File: config.mk
export PLATFORM = sky130hd
export DESIGN_NAME = cache_mem_arbiter
export DESIGN_NICKNAME = d
export VERILOG_FILES = /design/src/rtl/cache_mem_arbiter.sv
export SDC_FILE = /design/constraint.sdc
export NUM_CORES = 2
export LEC_CHECK = 0
export CAP_MARGIN = 20
export CORE_AREA = 4 4 401 403
export CTS_CLUSTER_DIAMETER = 50
export DETAILED_ROUTE_END_ITERATION = 12
export DIE_AREA = 0 0 405 407
export PLACE_DENSITY_LB_ADDON = 0.1
export SLEW_MARGIN = 15
export SYNTH_ARGS = -nofsm -noshare
export SYNTH_HDL_FRONTEND = slang
export SYNTH_SLANG_ARGS = --single-unit
File: constraint.sdc
create_clock -name clk -period 2.8 [get_ports clk]
set_input_delay 0.56 -clock clk [delete_from_list [all_inputs] [get_ports clk]]
set_output_delay 0.56 -clock clk [all_outputs]
set_load 0.005 [all_outputs]
File: src/rtl/cache_mem_arbiter.sv
// cache_mem_arbiter: serialises icache/dcache line traffic onto one
// 64-bit burst memory port, one outstanding transaction at a time.
//
// Ports:
//   clk, rst            clock, synchronous active-high reset
//   i_dfp_*             icache line read port (addr/read -> rdata/resp)
//   d_dfp_*             dcache line read/writeback port
//   bmem_*              burst memory: command/write beats out,
//                       ready in, tagged read beats (raddr/rdata/rvalid) in
//
// Build option:
//   CACHE_ARB_RR_EN     round-robin icache/dcache arbitration
//                       (default: fixed dcache priority)
module cache_mem_arbiter #(
    parameter int LINE_W = 256,
    parameter int BEAT_W = 64,
    parameter int BEATS  = 4
) (
    input  logic              clk,
    input  logic              rst,
    input  logic [31:0]       i_dfp_addr,
    input  logic              i_dfp_read,
    output logic [LINE_W-1:0] i_dfp_rdata,
    output logic              i_dfp_resp,
    input  logic [31:0]       d_dfp_addr,
    input  logic              d_dfp_read,
    input  logic              d_dfp_write,
    input  logic [LINE_W-1:0] d_dfp_wdata,
    output logic [LINE_W-1:0] d_dfp_rdata,
    output logic              d_dfp_resp,
    output logic [31:0]       bmem_addr,
    output logic              bmem_read,
    output logic              bmem_write,
    output logic [BEAT_W-1:0] bmem_wdata,
    input  logic              bmem_ready,
    input  logic [31:0]       bmem_raddr,
    input  logic [BEAT_W-1:0] bmem_rdata,
    input  logic              bmem_rvalid
);

    localparam int CNT_W = $clog2(BEATS);
    localparam logic [CNT_W-1:0] LAST = CNT_W'(BEATS - 1);
    localparam logic [31:0] OFF_MASK = 32'(LINE_W / 8 - 1);

    typedef enum logic [2:0] {
        IDLE,
        RD_REQ,
        RD_WAIT,
        WR_BURST,
        RESP
    } state_t;

    state_t            state_q;
    state_t            state_d;
    logic [CNT_W-1:0]  cnt_q;
    logic              own_d_q;
    logic [31:0]       addr_q;
    logic [LINE_W-1:0] wbuf_q;
    logic [LINE_W-1:0] line_q;
    logic [LINE_W-1:0] i_rdata_q;
    logic [LINE_W-1:0] d_rdata_q;

    logic        d_req;
    logic        any_req;
    logic        pick_d;
    logic        pick_wr;
    logic        beat_hit;
    logic        last_cnt;
    logic [31:0] req_addr;

    // Arbitration, evaluated only while IDLE.
    always_comb begin
        d_req   = d_dfp_read | d_dfp_write;
        any_req = d_req | i_dfp_read;
`ifdef CACHE_ARB_RR_EN
        // own_d_q still names the last served owner while idle;
        // that owner yields when both sides are requesting.
        pick_d  = d_req & ~(i_dfp_read & own_d_q);
`else
        pick_d  = d_req;
`endif
        // Write beats read inside the dcache (both high is illegal).
        pick_wr  = pick_d & d_dfp_write;
        req_addr = (pick_d ? d_dfp_addr : i_dfp_addr) & ~OFF_MASK;
    end

    assign beat_hit = bmem_rvalid && (bmem_raddr == addr_q);
    assign last_cnt = (cnt_q == LAST);

    always_comb begin
        state_d    = state_q;
        bmem_read  = 1'b0;
        bmem_write = 1'b0;
        bmem_addr  = '0;
        bmem_wdata = '0;
        i_dfp_resp = 1'b0;
        d_dfp_resp = 1'b0;
        unique case (state_q)
            IDLE: begin
                if (any_req) begin
                    state_d = pick_wr ? WR_BURST : RD_REQ;
                end
            end
            RD_REQ: begin
                bmem_read = 1'b1;
                bmem_addr = addr_q;
                if (bmem_ready) begin
                    state_d = RD_WAIT;
                end
            end
            RD_WAIT: begin
                if (beat_hit && last_cnt) begin
                    state_d = RESP;
                end
            end
            WR_BURST: begin
                bmem_write = 1'b1;
                bmem_addr  = addr_q;
                bmem_wdata = wbuf_q[int'(cnt_q)*BEAT_W +: BEAT_W];
                if (bmem_ready && last_cnt) begin
                    state_d = RESP;
                end
            end
            RESP: begin
                i_dfp_resp = ~own_d_q;
                d_dfp_resp = own_d_q;
                state_d    = IDLE;
            end
            default: begin
                state_d = IDLE;
            end
        endcase
    end

    always_ff @(posedge clk) begin
        if (rst) begin
            state_q   <= IDLE;
            cnt_q     <= '0;
            own_d_q   <= 1'b1;
            addr_q    <= '0;
            wbuf_q    <= '0;
            line_q    <= '0;
            i_rdata_q <= '0;
            d_rdata_q <= '0;
        end else begin
            state_q <= state_d;
            unique case (state_q)
                IDLE: begin
                    if (any_req) begin
                        own_d_q <= pick_d;
                        addr_q  <= req_addr;
                        cnt_q   <= '0;
                        if (pick_wr) begin
                            wbuf_q <= d_dfp_wdata;
                        end
                    end
                end
                RD_REQ: begin
                    if (bmem_ready) begin
                        cnt_q <= '0;
                    end
                end
                RD_WAIT: begin
                    if (beat_hit) begin
                        line_q[int'(cnt_q)*BEAT_W +: BEAT_W] <= bmem_rdata;
                        cnt_q <= cnt_q + 1'b1;
                        // Final beat goes straight into the owner's
                        // fill register so it is valid during RESP.
                        if (last_cnt) begin
                            if (own_d_q) begin
                                d_rdata_q <= {bmem_rdata,
                                    line_q[LINE_W-BEAT_W-1:0]};
                            end else begin
                                i_rdata_q <= {bmem_rdata,
                                    line_q[LINE_W-BEAT_W-1:0]};
                            end
                        end
                    end
                end
                WR_BURST: begin
                    if (bmem_ready) begin
                        cnt_q <= cnt_q + 1'b1;
                    end
                end
                RESP: begin
                end
                default: begin
                end
            endcase
        end
    end

    assign i_dfp_rdata = i_rdata_q;
    assign d_dfp_rdata = d_rdata_q;

endmodule

==> results.json <==
{
  "endpoint_kind": "primary output",
  "netlist_area_sq_um": 38000,
  "max_freq_mhz": 327,
  "cts_buffers": 144,
  "fin_cells": 7903,
  "async_reset_ff_share_pct": 0,
  "peakVddDrop_mv": 0.535,
  "clockBufferDepth": 3,
  "yosysUniqueCellTypes": 49,
  "wirelength_mm": 187,
  "synth_edf_count": 0,
  "nets": 6129,
  "post-route-util_pct": 36.9,
  "synthFlopType": "dfxtp_1",
  "cts_hold_buffers": 0,
  "syn2layout_area_growth_pct": 52.7,
  "slew_headroom_pct": 35.3,
  "rsz0062_at_grt": "yes",
  "dp_hpwl_mm": 135,
  "initial_core_util_pct": 24.1,
  "worstPathArrival_ns": 2.50,
  "grt_max_degree": 105,
  "post-route-cell-area_sq_um": 58000,
  "grt_pass1_vias": 35300,
  "hp-class": "in2reg",
  "yosysTopAreaCellShare_pct": 52.3,
  "cts_root_buf": "clkbuf_16",
  "synth_most_common_cell": "nand2_1",
  "vias_per_cell": 4.59,
  "dp.cells": 7559,
  "clock_skew_ns": 0.0330,
  "worst_slack_ns": -0.258,
  "violations": "negative setup slack",
  "grt_antenna_before_repair": 43,
  "grt_usage_pct": 21.6,
  "cp_max_fo": 6,
  "vias": 36300,
  "routedWlPerCell_microns": 23.7,
  "power_per_cell_area_nw_per_um2": 639,
  "drc": 0,
  "syn_inst": 4654,
  "io_pins": 1035,
  "ys_seq_area_share_pct": 52.3,
  "cts_tree": "done",
  "drv_slew": 0,
  "pwr-share-comb_pct": 10.1,
  "fin_setup_tns_ns": -7.69,
  "drtIter0Drc": 2095,
  "swShare_pct": 26.3,
  "synth_top_area_cell": "dfxtp_1",
  "final-setup-viol-count": 60,
  "die_x_microns": 405,
  "power.internal_uw": 27400,
  "crit_required_ns": 2.24,
  "clkTransAtPathRegs_ns": 0.06,
  "post_dp_cell_area_sq_um": 51700,
  "synth_warnings": 0,
  "fp.coreArea_sq_um": 157000,
  "outcome": "complete, but fails checks",
  "fp.dieH_microns": 407,
  "p_leak_uw": 0.0201,
  "drive_gt1_share_pct": 13.4,
  "globalplace.congestion": 0.828,
  "startpoint_type": "register",
  "postSynthAreaPerCell_sq_um": 8.17,
  "clkPwrFrac_pct": 49.9,
  "placement.io_buffers": 1019,
  "synth_seq_cells": 993,
  "rows": 146,
  "synth_area_leaders": "dfxtp_1, nand2_1, a21oi_1",
  "holdWs_ns": 0.214,
  "grt_overflow": 0,
  "clock_latency_ns": 0.76,
  "seq_power_share_pct": 40.0,
  "hold_violations": 0,
  "critPathKind": "reg2out",
  "grt_pass1_wl_mm": 260,
  "htreeDepth": 4,
  "synth_common_cells": "nand2_1, dfxtp_1, a21oi_1",
  "drv_cap": 0,
  "fin_crit_ns": 3.06,
  "detail-route-antenna-nets": 0,
  "cts.sinks": 993,
  "fin_crit_sh_pct": 109,
  "dieArea_sq_um": 165000,
  "p_sw_uw": 9750,
  "firstDrtPassIters": 7,
  "worstMarginPinSlew_ns": 0.968
}
## critical path: stages, from the launching register on
cell and delay [ns]:
dfxtp_4 0.38, buf_12 0.14, buf_16 0.11, buf_12 0.10, buf_8 0.12, buf_4 0.11, mux4_2 0.47, and3_4 0.19
buf_6 0.11
## worst paths after layout
kind	startpoint	endpoint	slack, ns	cells after the start
setup / recovery	cnt_q[0]$_SDFFE_PP0P_	bmem_wdata[15]	-0.26	8
hold / removal	rst	wbuf_q[8]$_SDFFE_PP0P_	0.21	2
setup reg to reg	addr_q[6]$_SDFFE_PP0P_	d_dfp_rdata[208]$_SDFFE_PP0P_	0.13	7
hold reg to reg	line_q[5]$_SDFFE_PP0P_	i_dfp_rdata[5]$_SDFFE_PP0P_	0.44	2
## timing repair
action | 4_1_cts | 5_1_grt
endpoints found under the setup margin | 306 | 325
gates cloned | 4 | 7
pin swaps | 13 | 8
gates resized for setup | 387 | 69
buffers inserted | 41 | 21
## power groups by stage
stage          combinational (uW)  sequential, uW  clock (uW)
2_1_floorplan                1630           15000           0
3_3_place_gp                 3420           15200           0
3_5_place_dp                 3430           15200           0
4_1_cts                      3680           14900       19000
5_1_grt                      4050           14900       19700
6_report                     3740           14900       18500
## logic make-up (layout without fill, tap and decap cells)
logic type,after synthesis,in the layout,share of synthesized area (%)
AO/OA/AOI/OAI,1003,1003,13.9
XOR/XNOR,26,26,0.599
adder cells (fa/ha/maj),5,5,0.165
buffers and inverters,404,1560,4.85
flip-flops,993,993,52.3
multiplexers,64,64,3.79
other,1,22,0.00986
AND/OR/NAND/NOR,2158,2158,24.4
## per-stage QoR
| step | setup slack (ns) | total power [uW] |
|---|---|---|
| detailed placement | -1.01 | 18600 |
| finish | -0.258 | 37100 |
| global route | -0.358 | 38600 |
| floorplan | 0.0260 | 16700 |
| CTS | -0.358 | 37600 |
| global placement | -1.28 | 18600 |
## routing by layer
metal,share of wire [%],track usage [%],up-vias
met5,0.068,0,-
met4,3.1,7.12,18
met3,6.8,6.32,257
met2,48,36.1,1039
met1,42,26.6,17400
li1,-,-,17500
## flip-flops by register name, summed over array words and instances (netlist names)
register and cells:
state_q 3, own_d_q 1, addr_q 27, cnt_q 2
line_q 192, d_dfp_rdata 256, wbuf_q 256, i_dfp_rdata 256
## layout by cell type, fill, tap and decap left out, types with 30 or more instances in the layout
cell type        Yosys  routed
a21oi_1            932     931
and3_4               0      50
nand3_1            196     195
nor2_1              34      33
dfxtp_1            993     989
nand2b_1           197     197
buf_6               25      76
buf_12               0      94
a21oi_2             30      31
nand2_2             30      30
clkdlybuf4s50_1      0     919
nand2_1           1565    1564
clkbuf_16            0     153
mux4_2              64      64
buf_4               26     132
## area by class of cell
type / instances / area, sq um
Fill cell: 16400 / 99400
Sequential cell: 993 / 19900
Multi-Input combinational cell: 3261 / 16700
Timing Repair Buffer: 1292 / 13900
Clock buffer: 183 / 3950
Tap cell: 2072 / 2590
Clock inverter: 76 / 933
Antenna cell: 17 / 42.5
Inverter: 9 / 33.8
(Power assumes the default switching activity.)
